$ cat src/rtl/serial_alu16.sv
// Bit-serial ALU: one 1-bit slice stepped LSB-first over WIDTH cycles.
// Supports AND/OR/XOR/ADD with a start/busy/done handshake.
module serial_alu16 #(
    parameter int unsigned WIDTH = 16
) (
    input  logic             clk,
    input  logic             reset,
    input  logic             start,
    input  logic [1:0]       op,
    input  logic [WIDTH-1:0] a,
    input  logic [WIDTH-1:0] b,
    output logic             busy,
    output logic             done,
    output logic [WIDTH-1:0] result,
    output logic             carry,
    output logic             zero
);
    localparam int unsigned CntW = $clog2(WIDTH);
    localparam logic [CntW-1:0] LastStep = CntW'(WIDTH - 1);

    localparam logic [1:0] StIdle = 2'd0;
    localparam logic [1:0] StRun  = 2'd1;
    localparam logic [1:0] StDone = 2'd2;

    localparam logic [1:0] OpAnd = 2'b00;
    localparam logic [1:0] OpOr  = 2'b01;
    localparam logic [1:0] OpXor = 2'b10;
    localparam logic [1:0] OpAdd = 2'b11;

    logic [1:0]       state_q, state_d;
    logic [1:0]       op_q, op_d;
    logic [WIDTH-1:0] a_q, a_d;
    logic [WIDTH-1:0] b_q, b_d;
    logic [WIDTH-1:0] sh_q, sh_d;
    logic [CntW-1:0]  cnt_q, cnt_d;
    logic             c_q, c_d;
    logic [WIDTH-1:0] result_q, result_d;
    logic             carry_q, carry_d;
    logic             zero_q, zero_d;

    logic             slice_bit;
    logic             slice_c;
    logic [WIDTH-1:0] sh_next;

    // One-bit datapath slice; carry stays 0 for logic ops.
    always_comb begin
        slice_bit = 1'b0;
        slice_c   = 1'b0;
        unique case (op_q)
            OpAnd: slice_bit = a_q[0] & b_q[0];
            OpOr:  slice_bit = a_q[0] | b_q[0];
            OpXor: slice_bit = a_q[0] ^ b_q[0];
            OpAdd: begin
                slice_bit = a_q[0] ^ b_q[0] ^ c_q;
                slice_c   = (a_q[0] & b_q[0]) | (a_q[0] & c_q) | (b_q[0] & c_q);
            end
            default: ;
        endcase
    end

    assign sh_next = {slice_bit, sh_q[WIDTH-1:1]};

    always_comb begin
        state_d  = state_q;
        op_d     = op_q;
        a_d      = a_q;
        b_d      = b_q;
        sh_d     = sh_q;
        cnt_d    = cnt_q;
        c_d      = c_q;
        result_d = result_q;
        carry_d  = carry_q;
        zero_d   = zero_q;
        case (state_q)
            StIdle, StDone: begin
                if (start) begin
                    op_d    = op;
                    a_d     = a;
                    b_d     = b;
                    sh_d    = '0;
                    cnt_d   = '0;
                    c_d     = 1'b0;
                    state_d = StRun;
                end else begin
                    state_d = StIdle;
                end
            end
            StRun: begin
                a_d   = a_q >> 1;
                b_d   = b_q >> 1;
                sh_d  = sh_next;
                c_d   = slice_c;
                cnt_d = cnt_q + 1'b1;
                // Visible outputs update only here, so partial results never leak.
                if (cnt_q == LastStep) begin
                    state_d  = StDone;
                    result_d = sh_next;
                    carry_d  = slice_c;
                    zero_d   = (sh_next == '0);
                end
            end
            default: state_d = StIdle;
        endcase
    end

    always_ff @(posedge clk or posedge reset) begin
        if (reset) begin
            state_q  <= StIdle;
            op_q     <= OpAnd;
            a_q      <= '0;
            b_q      <= '0;
            sh_q     <= '0;
            cnt_q    <= '0;
            c_q      <= 1'b0;
            result_q <= '0;
            carry_q  <= 1'b0;
            zero_q   <= 1'b0;
        end else begin
            state_q  <= state_d;
            op_q     <= op_d;
            a_q      <= a_d;
            b_q      <= b_d;
            sh_q     <= sh_d;
            cnt_q    <= cnt_d;
            c_q      <= c_d;
            result_q <= result_d;
            carry_q  <= carry_d;
            zero_q   <= zero_d;
        end
    end

    assign busy   = (state_q == StRun);
    assign done   = (state_q == StDone);
    assign result = result_q;
    assign carry  = carry_q;
    assign zero   = zero_q;

endmodule

$ cat config.mk
export PLATFORM = sky130hd
export DESIGN_NAME = serial_alu16
export DESIGN_NICKNAME = d
export VERILOG_FILES = /design/src/rtl/serial_alu16.sv
export SDC_FILE = /design/constraint.sdc
export NUM_CORES = 1
export LEC_CHECK = 0
export CAP_MARGIN = 20
export CORE_UTILIZATION = 53
export CTS_BUF_LIST = sky130_fd_sc_hd__clkbuf_8
export CTS_CLUSTER_SIZE = 40
export DETAILED_ROUTE_END_ITERATION = 12
export HOLD_SLACK_MARGIN = 0.12
export MAX_ROUTING_LAYER = met4
export PLACE_DENSITY = 0.81
export SLEW_MARGIN = 15
export SYNTH_ARGS = -nofsm -noshare
export SYNTH_HDL_FRONTEND = slang
export SYNTH_SLANG_ARGS = --single-unit
export TNS_END_PERCENT = 5
$ cat constraint.sdc
create_clock -name clk -period 2.9 [get_ports clk]
set_clock_uncertainty 0.05 [all_clocks]
set_input_delay 0.58 -clock clk [delete_from_list [all_inputs] [get_ports clk]]
set_output_delay 0.58 -clock clk [all_outputs]
set_load 0.1 [all_outputs]
==> out/results.txt, run 1 <==
Slew Viols, Final = 0
Max-cap violations = 0
TritonRoute pass-1 iters = 4
Fill count = 435
Area of the multi-input gates = 1140 um2
Slew @ Worst Pin = 0.459 ns
Die Ht = 78.7 um
I/O pin count = 57
Clock period minus worst slack = 2.32 ns
Ys async rst share = 1.00
Post-Syn Nets = 262
Die Footprint = 6190 um2
Initial core utilization = 0.559
PortBufs = 56
Die span in x = 78.7 um
Final net count = 319
Post-CTS Hold Buffers = 0
FP Rows = 27
Initial antenna violation count = 0
Core ar. = 5570 um2
Worst hold-check path type = in -> async
H-tree levels = 3
Design area = 3870 um2
Post-Place Setup Slack = 0.722 ns
Count of cell types in the netlist = 29
Fin. Hold Viols = 0
Placed cell areas = 3670 um2
Slew HR = 0.694
Number of setup violations in the final report = 0
Worst vdd ir = 0.755 mV
Critical Path End Type = output pin
Sequential cell area = 1850 um2
RSZ-0062 raised after global routing = false
Area Growth Syn to Fin = 24.3%
Post-Syn Area = 3120 um2
Post-cts resize count = 0
CP required = 2.27 ns
Cells after DPL = 339
Tcrit/Tclk final = 0.799
Share of layout cells above drive strength 1 = 0.216
Residual DRC = 0
Status = finished, final reports clean
Top_reg_cell synth = dfrtp_1
CP arrival = 1.69 ns
Sequential area share after synthesis = 0.594
Slowest stage cell, crit path = dfrtp_1
Post-synthesis register bit count = 74
Total track usage = 0.203
Final HPWL DP = 3670 um
Postcts setup bufs = 0
CTS tree = done
Power Dens Cells = 1230 nW/um2
Fin util = 0.695
Finished Layout Cells = 354
RD Place Congestion = 0.717
Root Buffer = clkbuf_8
CTS Buffer Depth = 2
Largest net degree at the start of global routing = 40
Post-route antenna net violation count = 0
Clock insertion delay at the later pin of the skew report = 0.34 ns
Hold slack = 0.429 ns
Setup TNS = 0 ns
CTS Sinks = 74
Vias/cell = 5.82
Cells after Synth = 221
Vias in the first global route = 2027
Routed vias = 2059
Leak = 2.01 nW
Setup CP Type = reg -> out
Yosys warns = 0
Post-synth EDFFs = 0
CP max stage delay = 0.38 ns
Worst-path cell chain = nand2b_1 > inv_4 > buf_12
# diodes = 0
Crit path launch type = flop
Design Power = 4.77 mW
Number of CTS-inserted buffers = 9
DR WL/cell = 15.4 um
F_max = 432 MHz
Total routed wirelength = 5450 um
First-pass GRT wire length = 9270 um
Initial detailed-routing violation count = 77
Final WS setup = 0.583 ns
Gr ovfl total = 0
Mean Syn Cell Area = 14.1 um2
Worst-path clk slew = 0.07 ns
Max FO, Critical Path = 32
-- power breakdown --
part	internal, mW	switching, mW
clock network	0.439	0.357
registers	1.46	0.306
logic	0.866	1.34
-- synthesized netlist by cell type, drive strengths merged (2+ instances only) --
cell type	instances	share of area
dfrtp	74	0.59
a22o	48	0.13
a21o	29	0.070
mux2	21	0.076
buf	14	0.034
inv	6	0.0080
ha	3	0.012
nor2	3	0.0096
nor2b	3	0.0068
nor3	3	0.0048
nor4	3	0.0060
a221o	2	0.0064
clkbuf	2	0.0024
nand4	2	0.0040
-- worst paths after layout --
kind                                   end  cells after the start        from  slack [ns]
worst max-delay path                  busy                      3  state_q[1]        0.58
worst min-delay path                b_q[9]                      2       reset        0.43
worst max register to register     b_q[15]                      5  state_q[0]        0.87
worst min register to register      b_q[5]                      1      b_q[5]        0.43
max in group asynchronous       result[11]                      3       reset        1.71
min in group clk                    b_q[5]                      1      b_q[5]        0.43
-- per-layer routing --
layer  up-vias  global-route usage  share of wire
li1        951                   -              -
met1      1040               0.255           0.43
met2        62               0.310           0.51
met3         6              0.0686          0.052
met4         0              0.0630         0.0066
met5         -                   -              0
-- worst max-delay path, delay by kind of cell, from the launching register on --
kind                   cells  cell delay [ns]
flip-flops                 1             0.38
buffers and inverters      2             0.60
AND/OR/NAND/NOR            1             0.34
-- final cells by class --
| cell class | instances | share of cell area |
|---|---|---|
| tap | 72 | 0.0233 |
| clock buffer | 11 | 0.0391 |
| multi-input combinational | 125 | 0.293 |
| clock inverter | 4 | 0.0132 |
| inverter | 6 | 0.00646 |
| sequential | 74 | 0.478 |
| timing repair buffer | 62 | 0.147 |
-- state kept, by name, indices dropped and copies added, names as in the netlist --
register  cells
cnt_q         4
b_q          16
state_q       2
c_q           1
result       16
sh_q         15
carry         1
op_q          2
a_q          16
zero          1
-- cells by family after synthesis --
family	count (synthesis)	synth area share
AOI/OAI and AO/OA	81	0.218
DFF	74	0.594
muxes	23	0.0863
buffers and inverters	22	0.0442
and+or+nand+nor	17	0.0386
adders and majority gates	4	0.0185
-- layout by cell type, fill, tap and decap left out, types with 3 or more instances in the layout --
master           instances
mux2_1                   9
a21o_1                  29
dfrtp_1                 74
clkbuf_8                11
buf_4                   25
mux2_2                  12
a22o_1                  48
ha_1                     3
clkdlybuf4s50_1         36
nor3_1                   3
inv_1                    4
nor4_1                   3
Power figures use the tool's default switching activity.
==> inputs of run 2 (changes only) <==
--- a/config.mk
+++ b/config.mk
@@ -6,13 +6,13 @@
 export NUM_CORES = 1
 export LEC_CHECK = 0
 export CAP_MARGIN = 20
-export CORE_UTILIZATION = 53
+export CORE_UTILIZATION = 49
 export CTS_BUF_LIST = sky130_fd_sc_hd__clkbuf_8
 export CTS_CLUSTER_SIZE = 40
 export DETAILED_ROUTE_END_ITERATION = 12
 export HOLD_SLACK_MARGIN = 0.12
 export MAX_ROUTING_LAYER = met4
-export PLACE_DENSITY = 0.81
+export PLACE_DENSITY = 0.78
 export SLEW_MARGIN = 15
 export SYNTH_ARGS = -nofsm -noshare
 export SYNTH_HDL_FRONTEND = slang
==> constraint.sdc (replaced) <==
create_clock -name clk -period 2.1 [get_ports clk]
set_clock_uncertainty 0.05 [all_clocks]
set_input_delay 0.42 -clock clk [delete_from_list [all_inputs] [get_ports clk]]
set_output_delay 0.42 -clock clk [all_outputs]
set_load 0.1 [all_outputs]
==> out/results.txt, run 2 (synthesized netlist as in run 1, its figures left out) <==
Vias in the first global route = 2017 (-0.49%)
R2R depth = 4 (-1)
Initial core utilization = 0.517 (-0.0419)
Fin. Hold Viols = 0 (unchanged)
Clock insertion delay at the later pin of the skew report = 0.35 ns (about the same)
Number of CTS-inserted buffers = 9 (unchanged)
Worst-path clk slew = 0.08 ns (about the same)
Root Buffer = clkbuf_8
# diodes = 0 (unchanged)
Part of the power in registers = 0.358 (-0.013)
R2r startpoint = state_q[0]
Max FO, Critical Path = 18 (-44%)
Die Ht = 81.7 um (+3.9%)
Largest net degree at the start of global routing = 75 (+88%)
I/O pin count = 57 (unchanged)
Post-route antenna net violation count = 0 (unchanged)
Slew @ Worst Pin = 1.05 ns (+0.592 ns)
PortBufs = 56 (unchanged)
Vias/cell = 5.65 (-2.9%)
Status = finished, final reports clean
Crit path launch type = flop
FP Rows = 28 (+3.7%)
Critical Path End Type = output pin
Power Dens Cells = 1730 nW/um2 (+40%)
Initial detailed-routing violation count = 101 (+31%)
Post-CTS Hold Buffers = 0 (unchanged)
Core ar. = 6030 um2 (+8.1%)
CTS Sinks = 74 (unchanged)
Slew HR = 0.298 (-0.396)
Clock network power share = 0.190 (+0.023)
Most common cell after layout, fill and taps aside = dfrtp_1
Gr ovfl total = 0 (unchanged)
TritonRoute pass-1 iters = 4 (unchanged)
Number of setup violations in the final report = 0 (unchanged)
Final HPWL DP = 3460 um (-5.8%)
Post-Place Setup Slack = -0.117 ns (-0.839 ns)
Area Growth Syn to Fin = 26.3%
CP required = 1.63 ns (-0.64 ns)
Routed vias = 2016 (-2.1%)
Finished Layout Cells = 357 (+0.85%)
DR WL/cell = 15.6 um (+1.4%)
Hold Path Depth = 1
CTS Buffer Depth = 2 (unchanged)
First-pass GRT wire length = 9680 um (+4.5%)
Sw power = 2.80 mW (+40%)
CP arrival = 1.54 ns (-0.15 ns)
Post-cts resize count = 0 (unchanged)
Setup CP Type = reg -> out
Total routed wirelength = 5580 um (+2.3%)
Worst vdd ir = 1.16 mV (+53%)
Die span in x = 81.7 um (+3.9%)
Most frequent cells in the layout = dfrtp_1, a22o_1, clkdlybuf4s50_1
RSZ-0062 raised after global routing = true
Final net count = 318 (-0.31%)
Postcts setup bufs = 0 (unchanged)
Worst Hold End = b_q[11]
Leak = 2.02 nW (+0.74%)
Worst hold-check path type = reg -> reg
Slew Viols, Final = 0 (unchanged)
RD Place Congestion = 0.744 (+3.8%)
Internal power = 3.99 mW (+44%)
RR Endpoint = cnt_q[0]
Residual DRC = 0 (unchanged)
Die Footprint = 6680 um2 (+7.9%)
CTS tree = done
Combinational power share = 0.451 (-0.011)
Cells after DPL = 341 (+0.59%)
Initial antenna violation count = 0 (unchanged)
Fill count = 468 (+7.6%)
Share of layout cells above drive strength 1 = 0.216 (unchanged)
Final WS setup = 0.0931 ns (-0.490 ns)
F_max = 498 MHz
Setup TNS = 0 ns (unchanged)
R2R setup slack = 0.16 ns (-0.71 ns)
Worst Hold Launch = b_q[11]
H-tree levels = 3 (unchanged)
Max-cap violations = 0 (unchanged)
Total track usage = 0.204 (+0.00148)
Clock period minus worst slack = 2.01 ns
Sw frac = 0.412 (-0.00703)
Tcrit/Tclk final = 0.956
==> run 2: cell types whose count changed in the layout (fill, tap and decap cells not counted), sizes merged <==
cell / previous run / this run
buf: 26 / 25
bufinv: 1 / 2
clkbuf: 11 / 12
clkinv: 2 / 1
clkinvlp: 1 / 2
inv: 6 / 5
==> run 2: through the flow <==
step	area [um2]	utilization	hold WS, ns	power, mW
global route	3930	0.653	0.443	7.21
floorplan	3120	-	0.400	4.93
finish	3930	0.653	0.428	6.79
CTS	3930	0.653	0.432	6.85
global placement	3700	0.613	0.410	5.45
detailed placement	3700	0.613	0.416	5.54
==> run 2: worst max path at each step <==
stage                           from  endpoint
final                     state_q[1]      busy
after floorplan           state_q[0]      done
after detailed placement       start  cnt_q[0]
after CTS                 state_q[1]      busy
after global placement         start  cnt_q[0]
after global routing      state_q[1]      busy
==> run 2: metal layers <==
metal	wire length, um	vias up	global-route usage
li1	-	945	-
met1	2580	1013	0.261
met2	2640	47	0.301
met3	233	11	0.0478
met4	116	0	0.111
met5	0	-	-
==> run 2: worst max-delay path, cell delays in order, from the launching register on <==
cell      delay (ns)
dfrtp_1         0.37
nand2b_1        0.19
inv_4           0.19
buf_4           0.24
buf_12          0.19
==> run 2: final cells by class <==
| cell class | instances | area [um2] | area share |
|---|---|---|---|
| Sequential cell | 74 | 1850 | 0.471 |
| Multi-Input combinational cell | 125 | 1140 | 0.289 |
| Timing Repair Buffer | 61 | 586 | 0.149 |
| Clock buffer | 12 | 165 | 0.0420 |
| Tap cell | 75 | 93.8 | 0.0239 |
| Clock inverter | 4 | 72.6 | 0.0184 |
| Inverter | 6 | 28.8 | 0.00732 |
==> run 2: power groups by stage <==
| stage | sequential, mW | clock [mW] | combinational (mW) |
|---|---|---|---|
| after floorplan | 3.17 | 0 | 1.76 |
| after global placement | 2.44 | 0 | 3.01 |
| after detailed placement | 2.45 | 0 | 3.09 |
| after CTS | 2.44 | 1.32 | 3.10 |
| after global routing | 2.52 | 1.38 | 3.32 |
| final | 2.43 | 1.29 | 3.06 |
==> inputs of run 3 (changes only) <==
--- a/config.mk
+++ b/config.mk
@@ -6,13 +6,13 @@
 export NUM_CORES = 1
 export LEC_CHECK = 0
 export CAP_MARGIN = 20
-export CORE_UTILIZATION = 49
-export CTS_BUF_LIST = sky130_fd_sc_hd__clkbuf_8
+export CORE_UTILIZATION = 47
+export CTS_BUF_LIST = sky130_fd_sc_hd__clkbuf_16
 export CTS_CLUSTER_SIZE = 40
 export DETAILED_ROUTE_END_ITERATION = 12
 export HOLD_SLACK_MARGIN = 0.12
 export MAX_ROUTING_LAYER = met4
-export PLACE_DENSITY = 0.78
+export PLACE_DENSITY = 0.76
 export SLEW_MARGIN = 15
 export SYNTH_ARGS = -nofsm -noshare
 export SYNTH_HDL_FRONTEND = slang
==> out/results.txt, run 3 (synthesized netlist as in run 1, its figures left out) <==
Post-route antenna net violation count = 0 (unchanged)
PortBufs = 56 (unchanged)
Residual DRC = 0 (unchanged)
Initial core utilization = 0.488 (-0.0292)
Die Footprint = 6960 um2 (+4.2%)
Number of CTS-inserted buffers = 9 (unchanged)
Leak = 2.05 nW (+1.1%)
TritonRoute pass-1 iters = 4 (unchanged)
Max FO, Critical Path = 33 (+15)
Initial antenna violation count = 0 (unchanged)
CTS tree = done
Die span in x = 83.4 um (+2.1%)
Worst-path clk slew = 0.06 ns (-0.02 ns)
Share of layout cells above drive strength 1 = 0.209 (-0.00709)
Worst-path cell chain = nand2b_1 > inv_4 > buf_4 > buf_12
Fin. Hold Viols = 0 (unchanged)
Gr ovfl total = 0 (unchanged)
Critical Path End Type = output pin
Worst path top cell family by delay = buffers and inverters
Most common cell after layout, fill and taps aside = dfrtp_1
Worst hold-check path type = reg -> reg
Initial detailed-routing violation count = 174 (+72%)
Die Ht = 83.4 um (+2.1%)
Most frequent cells in the layout = dfrtp_1, a22o_1, clkdlybuf4s50_1
Number of setup violations in the final report = 0 (unchanged)
Worst Hold Launch = a_q[10]
Tcrit/Tclk final = 0.958 (+0.00257)
Final net count = 318 (unchanged)
F_max = 497 MHz (-0.27%)
Crit path launch type = flop
Root Buffer = clkbuf_16
Largest net degree at the start of global routing = 75 (unchanged)
R2r startpoint = a_q[0]
Postcts setup bufs = 0 (unchanged)
Slew HR = 0.307 (+0.00962)
Clock period minus worst slack = 2.01 ns (+0.00539 ns)
Status = finished, final reports clean
Worst vdd ir = 1.20 mV (+3.6%)
CTS Buffer Depth = 2 (unchanged)
R2R depth = 3 (-1)
Routed vias = 2049 (+1.6%)
I/O pin count = 57 (unchanged)
Core ar. = 6390 um2 (+6.0%)
Worst Hold End = a_q[10]
Post-CTS Hold Buffers = 0 (unchanged)
Post-cts resize count = 0 (unchanged)
R2R setup slack = 0.24 ns (+0.08 ns)
Design Power = 6.97 mW (+2.6%)
Hold Path Depth = 1 (unchanged)
Hold slack = 0.427 ns (-0.00129 ns)
Post-Place Setup Slack = -0.116 ns (+0.000897 ns)
DR WL/cell = 15.8 um (+1.5%)
Vias in the first global route = 2033 (+0.79%)
Finished Layout Cells = 359 (+0.56%)
RR Endpoint = result[15]
Crit. Startpoint = state_q[1]
CTS Sinks = 74 (unchanged)
CP bufs+invs = 3 (unchanged)
Final HPWL DP = 3580 um (+3.6%)
Area Growth Syn to Fin = 27.9%
# diodes = 0 (unchanged)
Final WS setup = 0.0877 ns (-0.00539 ns)
Slowest stage cell, crit path = dfrtp_1
H-tree levels = 3 (unchanged)
FP Rows = 29 (+3.6%)
Total track usage = 0.187 (-0.0167)
CP required = 1.63 ns (about the same)
RD Place Congestion = 0.701 (-5.7%)
CP max stage delay = 0.36 ns (about the same)
Setup CP Type = reg -> out
CP arrival = 1.54 ns (about the same)
Max-cap violations = 0 (unchanged)
RSZ-0062 raised after global routing = false
Slew Viols, Final = 0 (unchanged)
Vias/cell = 5.71 (+1.1%)
First-pass GRT wire length = 9870 um (+2.0%)
Cells after DPL = 343 (+0.59%)
Power Dens Cells = 1750 nW/um2 (+1.3%)
Slew @ Worst Pin = 1.04 ns (-0.0144 ns)
Clock insertion delay at the later pin of the skew report = 0.33 ns (-0.02 ns)
Total routed wirelength = 5690 um (+2.0%)
-- run 3: cell types whose count changed in the layout (fill, tap and decap cells not counted) --
cell	delta
clkbuf_16	+9
clkinv_2	+2
clkinv_1	+2
clkbuf_8	-12
bufinv_16	-1
-- run 3: area by class of cell --
type                            count  area, um2
Clock buffer                        9        225
Clock inverter                      7       60.1
Fill cell                         507       2400
Inverter                            6       28.8
Multi-Input combinational cell    125       1140
Sequential cell                    74       1850
Tap cell                           77       96.3
Timing Repair Buffer               61        586
-- run 3: report_power, final --
part,switching (mW),total (mW),internal (mW)
Clock,0.573,1.48,0.904
Combinational,1.85,3.05,1.20
Sequential,0.412,2.44,2.03
Total,2.84,6.97,4.13
-- run 3: through the flow --
step | TNS (ns) | cell area [um2] | util
after floorplan | -0.0999 | 3120 | -
after global placement | -1.04 | 3700 | 0.579
after CTS | 0 | 3980 | 0.624
final | 0 | 3980 | 0.624
after detailed placement | -2.21 | 3700 | 0.579
after global routing | 0 | 3980 | 0.624
-- run 3: worst max path at each step --
stage                          end  cells after the start  slack (ns)
after floorplan               done                      1        -0.1
after global placement    cnt_q[0]                      4       -0.09
after detailed placement  cnt_q[0]                      4       -0.12
after CTS                     busy                      4        0.08
after global routing          busy                      4        0.03
final                         busy                      4        0.09
-- run 3: worst register-to-register path, stage by stage (launching register included) --
cell	delay, ns
dfrtp_1	0.42
fa_1	0.48
mux4_2	0.53
mux2_2	0.28
-- run 3: layer usage --
metal,part of all wire,vias to the layer above,global-route usage
li1,-,949,-
met1,0.46,1037,0.246
met2,0.47,52,0.277
met3,0.043,11,0.0388
met4,0.024,0,0.0971
met5,0,-,-
